### config.mk
export PLATFORM = sky130hd
export DESIGN_NAME = sm4_kex
export DESIGN_NICKNAME = d
export VERILOG_FILES = /design/src/rtl/sm4_pkg.sv /design/src/rtl/sm4_ck_rom.sv /design/src/rtl/sm4_kex.sv
export SDC_FILE = /design/constraint.sdc
export NUM_CORES = 2
export LEC_CHECK = 0
export CORE_AREA = 2 2 475 477
export DETAILED_ROUTE_END_ITERATION = 6
export DIE_AREA = 0 0 477 479
export PLACE_DENSITY = 0.49
export SYNTH_ARGS = -nofsm -noshare
export SYNTH_HDL_FRONTEND = slang
export SYNTH_HIERARCHICAL = 1
export SYNTH_SLANG_ARGS = --single-unit
### constraint.sdc
create_clock -name i_clk -period 6.9 [get_ports i_clk]
set_input_delay 1.38 -clock i_clk [delete_from_list [all_inputs] [get_ports i_clk]]
set_output_delay 1.38 -clock i_clk [all_outputs]
set_load 0.005 [all_outputs]
### src/rtl/sm4_pkg.sv
`default_nettype none
// ============================================================================
//  Module      : sm4_pkg
//  Description : Shared constants, state type and helper functions for the
//                SM4 key-expansion stage (FK, CK, L' transform, rotate).
//  Revision    : 1.0  initial release
// ============================================================================
package sm4_pkg;

    localparam int SM4_ROUNDS = 32;

    // Two-state controller; RUN is what o_busy reports
    typedef enum logic {
        ST_IDLE = 1'b0,
        ST_RUN  = 1'b1
    } kex_state_e;

    // System parameter FK, word 0 first
    localparam logic [31:0] FK [4] = '{
        32'hA3B1BAC6, 32'h56AA3350, 32'h677D9197, 32'hB27022DC
    };

    // Fixed parameter CK_i; byte j = (4i+j)*7 mod 256, MSB byte first
    localparam logic [31:0] CK [SM4_ROUNDS] = '{
        32'h00070e15, 32'h1c232a31, 32'h383f464d, 32'h545b6269,
        32'h70777e85, 32'h8c939aa1, 32'ha8afb6bd, 32'hc4cbd2d9,
        32'he0e7eef5, 32'hfc030a11, 32'h181f262d, 32'h343b4249,
        32'h50575e65, 32'h6c737a81, 32'h888f969d, 32'ha4abb2b9,
        32'hc0c7ced5, 32'hdce3eaf1, 32'hf8ff060d, 32'h141b2229,
        32'h30373e45, 32'h4c535a61, 32'h686f767d, 32'h848b9299,
        32'ha0a7aeb5, 32'hbcc3cad1, 32'hd8dfe6ed, 32'hf4fb0209,
        32'h10171e25, 32'h2c333a41, 32'h484f565d, 32'h646b7279
    };

    function automatic logic [31:0] ROL32(input logic [31:0] x, input int unsigned n);
        return (x << n) | (x >> (32 - n));
    endfunction

    // Key-schedule linear transform L'(B) = B ^ (B<<<13) ^ (B<<<23)
    function automatic logic [31:0] L_KEY(input logic [31:0] b);
        return b ^ ROL32(b, 13) ^ ROL32(b, 23);
    endfunction

endpackage
`default_nettype wire

### src/rtl/sm4_ck_rom.sv
`default_nettype none
// ============================================================================
//  Module      : sm4_ck_rom
//  Description : Combinational lookup of the SM4 round constant CK_i.
//  Revision    : 1.0  initial release
// ============================================================================
module sm4_ck_rom (
    input  logic [4:0]  i_idx,
    output logic [31:0] o_ck
);

    // Round index to CK_i constant
    always_comb begin
        o_ck = '0;
        case (i_idx)
            5'd0:  o_ck = 32'h00070e15;
            5'd1:  o_ck = 32'h1c232a31;
            5'd2:  o_ck = 32'h383f464d;
            5'd3:  o_ck = 32'h545b6269;
            5'd4:  o_ck = 32'h70777e85;
            5'd5:  o_ck = 32'h8c939aa1;
            5'd6:  o_ck = 32'ha8afb6bd;
            5'd7:  o_ck = 32'hc4cbd2d9;
            5'd8:  o_ck = 32'he0e7eef5;
            5'd9:  o_ck = 32'hfc030a11;
            5'd10: o_ck = 32'h181f262d;
            5'd11: o_ck = 32'h343b4249;
            5'd12: o_ck = 32'h50575e65;
            5'd13: o_ck = 32'h6c737a81;
            5'd14: o_ck = 32'h888f969d;
            5'd15: o_ck = 32'ha4abb2b9;
            5'd16: o_ck = 32'hc0c7ced5;
            5'd17: o_ck = 32'hdce3eaf1;
            5'd18: o_ck = 32'hf8ff060d;
            5'd19: o_ck = 32'h141b2229;
            5'd20: o_ck = 32'h30373e45;
            5'd21: o_ck = 32'h4c535a61;
            5'd22: o_ck = 32'h686f767d;
            5'd23: o_ck = 32'h848b9299;
            5'd24: o_ck = 32'ha0a7aeb5;
            5'd25: o_ck = 32'hbcc3cad1;
            5'd26: o_ck = 32'hd8dfe6ed;
            5'd27: o_ck = 32'hf4fb0209;
            5'd28: o_ck = 32'h10171e25;
            5'd29: o_ck = 32'h2c333a41;
            5'd30: o_ck = 32'h484f565d;
            5'd31: o_ck = 32'h646b7279;
            default: o_ck = '0;
        endcase
    end

endmodule
`default_nettype wire

### src/rtl/sm4_kex.sv
`default_nettype none
// ============================================================================
//  Module      : sm4_kex
//  Description : SM4 key expansion, one round per clock, external S-box.
//                Emits rk0..rk31 (encryption order) on a 1024-bit bus.
//                Optional macro SM4_KEX_ZEROIZE_EN adds a synchronous
//                i_zeroize that wipes all key material.
//  Revision    : 1.0  initial release
// ============================================================================
module sm4_kex
    import sm4_pkg::*;
#(
    parameter int DLY = 1
) (
    input  logic          i_clk,
    input  logic          i_rst_n,
`ifdef SM4_KEX_ZEROIZE_EN
    input  logic          i_zeroize,
`endif
    input  logic [127:0]  i_key,
    input  logic          i_key_en,
    output logic [1023:0] o_keyex,
    output logic          o_keyex_ok,
    output logic          o_busy,
    output logic [31:0]   o_sbox_din,
    input  logic [31:0]   i_sbox_dout
);

    localparam logic [4:0] c_LAST_RND = 5'(SM4_ROUNDS - 1);

    kex_state_e    r_state;
    logic [4:0]    r_cnt;
    logic [31:0]   r_k [4];
    logic [1023:0] r_keyex;
    logic          r_ok;

    logic [4:0]    w_rnd;
    logic [31:0]   w_k0, w_k1, w_k2, w_k3;
    logic [31:0]   w_ck;
    logic [31:0]   w_rk;
    logic [9:0]    w_lsb;
    logic          w_active;
    logic          w_clr;

    // DLY only annotates delay-aware simulation netlists; these registers use zero-delay updates
    if (DLY < 0) begin : g_dly_range
    end

`ifdef SM4_KEX_ZEROIZE_EN
    assign w_clr = i_zeroize;
`else
    assign w_clr = 1'b0;
`endif

    // A strobe starts round 0 straight from the key input, otherwise use the K window
    always_comb begin
        w_rnd = r_cnt;
        w_k0  = r_k[0];
        w_k1  = r_k[1];
        w_k2  = r_k[2];
        w_k3  = r_k[3];
        if (i_key_en) begin
            w_rnd = 5'd0;
            w_k0  = i_key[127:96] ^ FK[0];
            w_k1  = i_key[95:64]  ^ FK[1];
            w_k2  = i_key[63:32]  ^ FK[2];
            w_k3  = i_key[31:0]   ^ FK[3];
        end
    end

    sm4_ck_rom u_ck_rom (
        .i_idx (w_rnd),
        .o_ck  (w_ck)
    );

    assign w_active   = i_key_en | (r_state == ST_RUN);
    // S-box input is held at zero while idle to keep the shared S-box quiet
    assign o_sbox_din = w_active ? (w_k1 ^ w_k2 ^ w_k3 ^ w_ck) : 32'h0;
    assign w_rk       = w_k0 ^ L_KEY(i_sbox_dout);
    // rk_i lives at bits [1023-32i -: 32], i.e. LSB at 992-32i
    assign w_lsb      = 10'd992 - {w_rnd, 5'b00000};

    // Round controller: load/restart, step through 32 rounds, then hold
    always_ff @(posedge i_clk or negedge i_rst_n) begin
        if (!i_rst_n) begin
            r_state <= ST_IDLE;
            r_cnt   <= '0;
            r_k[0]  <= '0;
            r_k[1]  <= '0;
            r_k[2]  <= '0;
            r_k[3]  <= '0;
            r_keyex <= '0;
            r_ok    <= 1'b0;
        end else if (w_clr) begin
            r_state <= ST_IDLE;
            r_cnt   <= '0;
            r_k[0]  <= '0;
            r_k[1]  <= '0;
            r_k[2]  <= '0;
            r_k[3]  <= '0;
            r_keyex <= '0;
            r_ok    <= 1'b0;
        end else if (w_active) begin
            r_keyex[w_lsb +: 32] <= w_rk;
            r_k[0] <= w_k1;
            r_k[1] <= w_k2;
            r_k[2] <= w_k3;
            r_k[3] <= w_rk;
            if (i_key_en) begin
                r_cnt   <= 5'd1;
                r_state <= ST_RUN;
                r_ok    <= 1'b0;
            end else begin
                // Counter wraps from the last round back to zero
                r_cnt <= r_cnt + 5'd1;
                if (r_cnt == c_LAST_RND) begin
                    r_state <= ST_IDLE;
                    r_ok    <= 1'b1;
                end
            end
        end
    end

    assign o_keyex    = r_keyex;
    assign o_keyex_ok = r_ok;
    assign o_busy     = (r_state == ST_RUN);

endmodule
`default_nettype wire

After elaboration in Yosys (flattened, before gate mapping)
Memory sizes are Yosys's and may differ from the RTL's.
Cells that the tools add are included.
W data, S select, Z words.
{"block": "classes", "n_addsub": 3, "n_eq_ne": 1, "shift": 2, "n_mux": 12, "bitwise": 13, "reduce_logical": 2}
{"operator": "$bwmux W1024", "count": 1}
{"operator": "$shift A32 B12 Y1024 const A", "count": 1}
{"operator": "$shiftx A32 B12 Y1024", "count": 1}
{"operator": "$xor A32 B32 Y32", "count": 6}
{"operator": "$mux W32", "count": 5}
{"operator": "$or A32 B13 Y32", "count": 1}
{"operator": "$or A32 B23 Y32", "count": 1}
{"operator": "$not A14 Y14", "count": 2}
{"operator": "$not A19 Y19", "count": 1}
{"operator": "$not A17 Y17", "count": 1}
{"operator": "$neg A10 Y12", "count": 1}
{"operator": "$mux W5", "count": 2}
{"operator": "$sub A10 B10 Y10 const A", "count": 1}
{"operator": "$add A5 B1 Y5 const B", "count": 1}
{"operator": "$eq A5 B5 Y1 const B", "count": 1}
{"operator": "$mux W1", "count": 4}
{"operator": "$reduce_and A2 Y1", "count": 1}
{"operator": "$reduce_bool A2 Y1", "count": 1}
{"operator": "$or A1 B1 Y1", "count": 1}
{"block": "word_totals", "regBits": 1159, "romBits": 768, "input_bits": 163, "output_inout_bits": 1058, "elab_cells": 42, "mem_count": 1}
{"memory": "(no name shown)", "depth": 32, "word_bits": 24, "rd": 1, "rd_clocked_by_memory_dff": 0, "write_ports": 0, "line_no": "sm4_ck_rom.sv:15", "rtl": "case (i_idx)"}

Longest topological paths before layout
{"block": "logic_depth", "ltp_word": 6, "ltp_mapped": 16, "mapped_depth_nobuf": 11}

Hierarchy
The synthesis kept the hierarchy.
{"module": "sm4_kex", "n_inst": 1, "cells_per_inst": 3298, "area_per_inst_um2": 47963.5, "seq_area_each_um2": 29002.8}
{"module": "sm4_ck_rom", "n_inst": 1, "cells_per_inst": 85, "area_per_inst_um2": 571.8, "seq_area_each_um2": 0.0}

Worst setup path after synthesis
No wires, ideal clock.
{"block": "synth_path", "kind": "input -> output", "startpoint": "in i_key_en", "endpoint": "out o_sbox_din[6]", "arrival_ns": 4.400, "required_time_ns": 5.520, "slack_ns": 1.120, "path_stages": 16, "path_cell_list": "buf_6 buf_6 buf_6 buf_2 buf_2 buf_1 nor2b_1 inv_1 ha_1 xor2_1 mux2i_1 nor2_1 a211oi_1 xor2_1 xnor2_1 nor2_1"}
{"block": "synth_via", "elab_cells_between_ends": 10, "classes_between": "5 x mux; 4 x bitwise; 1 x memory"}
{"item": "from (decl)", "line_no": "sm4_kex.sv:21", "rtl": "input logic i_key_en,"}
{"item": "$mux W5", "line_no": "sm4_kex.sv:62", "rtl": "if (i_key_en) begin"}
{"item": "via w_rnd[1]", "line_no": "sm4_kex.sv:37", "rtl": "logic [4:0] w_rnd;"}
{"item": "$mem_v2 Z32 W24"}
{"item": "via w_ck[6]", "line_no": "sm4_kex.sv:39", "rtl": "logic [31:0] w_ck;"}
{"item": "$xor A32 B32 Y32", "line_no": "sm4_kex.sv:78", "rtl": "assign o_sbox_din = w_active ? (w_k1 ^ w_k2 ^ w_k3 ^ w_ck) : 32'h0;"}
{"item": "$mux W32", "line_no": "sm4_kex.sv:78"}
{"item": "to (decl)", "line_no": "sm4_kex.sv:25", "rtl": "output logic [31:0] o_sbox_din,"}
The timed path passes the listed nets, and every way through them passes these cells.

Worst setup path after layout
{"block": "layout_path", "startpoint": "in i_key_en", "endpoint": "out o_sbox_din[14]"}
Same word-level chain as after synthesis.

==> results.toml <==
[outcome]
outcome = "finished, final reports clean"

[sta]
skew_ns = 0.0448
setup_viol = 0
hold_viol = 0
max-slew-margin-rel_pct = 18.8
setup_tns_ns = 0
fin_hold_ws_ns = 0.485
finalCritPeriodShare_pct = 92.4
rsz0062_at_grt = "no"
worstMarginPinSlew_ns = 1.21
max_freq_ghz = 0.157
min_period_ns = 6.37
drv_slew = 0

[clock_network]
cts_tree = "yes"
clockBufferDepth = 3
path_clk_slew_ns = 0.05
numCtsBuffers = 139
cts_hold_buf = 0
cts_setup_buffers = 0
clk-insertion-delay-late_ns = 0.79
cts_root_buffer = "clkbuf_16"
h-tree-depth = 4
numClockSinks = 1159
cts_resized = 0

[route]
vias = 33000
drt_iter0_markers = 1656
drc = 0
firstDrtPassIters = 5
via_per_inst = 4.24
post_drt_wl_per_cell_um = 28.6
antenna_left = 0
routed_wl_um = 222000

[setup_path]
endpoint_kind = "output port"
path_cells = "buf_8 -> nor2b_2 -> inv_1 -> ha_1 -> a211oi_1 -> a21oi_1 -> xnor2_1 -> buf_4 -> xor2_1 -> xnor2_1 -> nor2_1 -> clkdlybuf4s50_1"
cp-endpoint = "o_sbox_din[14]"
r2r_cells = 8
cp.buffers_inverters = 4
cp.depth = 12
critPathRequiredTime_ns = 5.52
max_stage_delay_ns = 0.73
cp_data_arrival_time_ns = 4.99
crit_family = "buffers and inverters"
timing.rr.end = "o_keyex[468]"
timing.rr.start = "r_cnt[1]"
worstPathMaxFanout = 28
critPathSlowestCell = "nor2b_2"
start_kind = "input port"
cp_common_cell = "xnor2_1"
r2r_setup_slack_ns = 2.51
startpoint = "i_key_en"
path_class = "in2out"

[floorplan]
dieArea_um2 = 228000
die_h_um = 479
num_rows = 174
dieWidth_um = 477
num_io_pins = 1221
initial_core_util_pct = 21.7
coreArea_um2 = 224000

[global_route]
first_global_vias = 33700
grt_pass1_wl_um = 299000
grt-ovfl-total = 0
grtUsageTotal_pct = 18.9
antenna_found_initial = 80
grt_max_degree = 144

[synth]
synth.avg_cell_area_um2 = 14.3
async_flop_share_pct = 100
synth_top_area_cell = "dfrtp_1"
yosysUniqueCellTypes = 58
syn-cell-area_um2 = 48500
synth_area_leaders = "dfrtp_1, mux2_2, xnor2_1, mux2i_1, xor2_1"
synth_top_area_share_pct = 59.8
yosys_warnings = 6
yosysSeqAreaShare_pct = 59.8
yosys_most_used_dff = "dfrtp_1"
synth-seq-cells = 1159
synth_edf_count = 0
synth_cells = 3383

[cells_and_area]
final_common_cell = "clkdlybuf4s50_1"
fin_util_pct = 31.1
drive_gt1_share_pct = 31.5
finalNonFillerCells = 7780
nets = 4822
areaGrowthSynthToFinish_pct = 43.5
layout_common_cells = "clkdlybuf4s50_1, dfrtp_1, mux2_2"
fill_cells = 22600

[power]
vdd.ir_drop.worst_mv = 0.225
power_density_nw_per_um2 = 318
leakagePower_nw = 31.1

[placement]
hpwl_um = 164000
portBuffers = 1220
dp_cells = 7500
gp_congestion = 0.814

[worst_hold_path]
min_from = "o_keyex[913]"
min_path_type = "reg2reg"

[job]
maxCapViolations = 0
metrics by stage:
step / worst slack [ns] / power [mW] / area, um^2
6_report: 0.525 / 22.1 / 69600
5_1_grt: 0.262 / 23.2 / 69600
4_1_cts: 0.428 / 22.6 / 69600
3_5_place_dp: 0.451 / 15.0 / 65000
3_3_place_gp: 0.491 / 15.0 / 65000
2_1_floorplan: 1.12 / 10.6 / 48600
cell families after synthesis:
kind of cell | Yosys count | synth area share (%)
compound gates | 232 | 2.80
xor+xnor | 240 | 4.41
fa+ha+maj | 10 | 0.258
buf+inv | 281 | 3.04
flops | 1159 | 59.8
mux | 1166 | 26.9
other cells | 2 | 0.0155
simple gates | 293 | 2.85
metal layers:
layer,track usage [%],vias up,part of all wire (%)
li1,-,14300,-
met1,22.3,17100,40
met2,32.0,1242,49
met3,6.54,309,7.9
met4,6.53,64,3.2
met5,0,-,0.19
sequential cells by signal (all words and copies together), names as in the netlist:
name and flops:
o_keyex 1024, r_k 128, r_cnt 5, o_busy 1, o_keyex_ok 1
cell usage after synthesis, types with 2 or more instances:
library cell  instances
buf_6                16
buf_4                52
mux2i_1             106
mux2_4               11
xnor2_1             149
a211oi_1             36
a31oi_1               3
ha_1                 10
o21a_1               16
xor2_1               86
and2_4                2
and3_1                3
buf_1                24
a32oi_1               2
and2_0               29
buf_2                85
o22ai_1               2
mux2_1               16
or2_1                 3
xnor2_2               4
nand3b_1              2
o21ai_0              88
nor3_1                5
nand3_1               9
inv_1                26
inv_2                 2
nor2_1              103
a21oi_1              75
conb_1                2
nand4_1               2
clkbuf_1             76
nand2_1              84
dfrtp_1            1159
nor2b_1              37
nor3b_1               3
mux2_2             1033
cell type report:
class | instances | area [um^2] | area share (%)
Inverter | 28 | 105 | 0.151
Tap cell | 2992 | 3740 | 5.38
Sequential cell | 1159 | 29000 | 41.7
Timing Repair Buffer | 1372 | 13500 | 19.4
Clock inverter | 54 | 554 | 0.796
Antenna cell | 29 | 72.6 | 0.104
Clock buffer | 197 | 3980 | 5.72
Multi-Input combinational cell | 1949 | 18600 | 26.8
worst min path at each step:
stage | end | slack (ns) | depth (start not counted)
floorplan | o_keyex[31] | 0.47 | 2
global placement | o_keyex[913] | 0.47 | 1
detailed placement | o_keyex[913] | 0.48 | 1
CTS | o_keyex[913] | 0.49 | 1
global route | o_keyex[69] | 0.51 | 1
finish | o_keyex[913] | 0.48 | 1
report_power, final:
group	leakage (nW)	switching (mW)	internal [mW]
combinational	13.5	3.00	3.21
clock	2.23	3.11	4.24
sequential	15.4	0.645	7.93
total	31.1	6.76	15.4
Power figures use the tool's default switching activity.
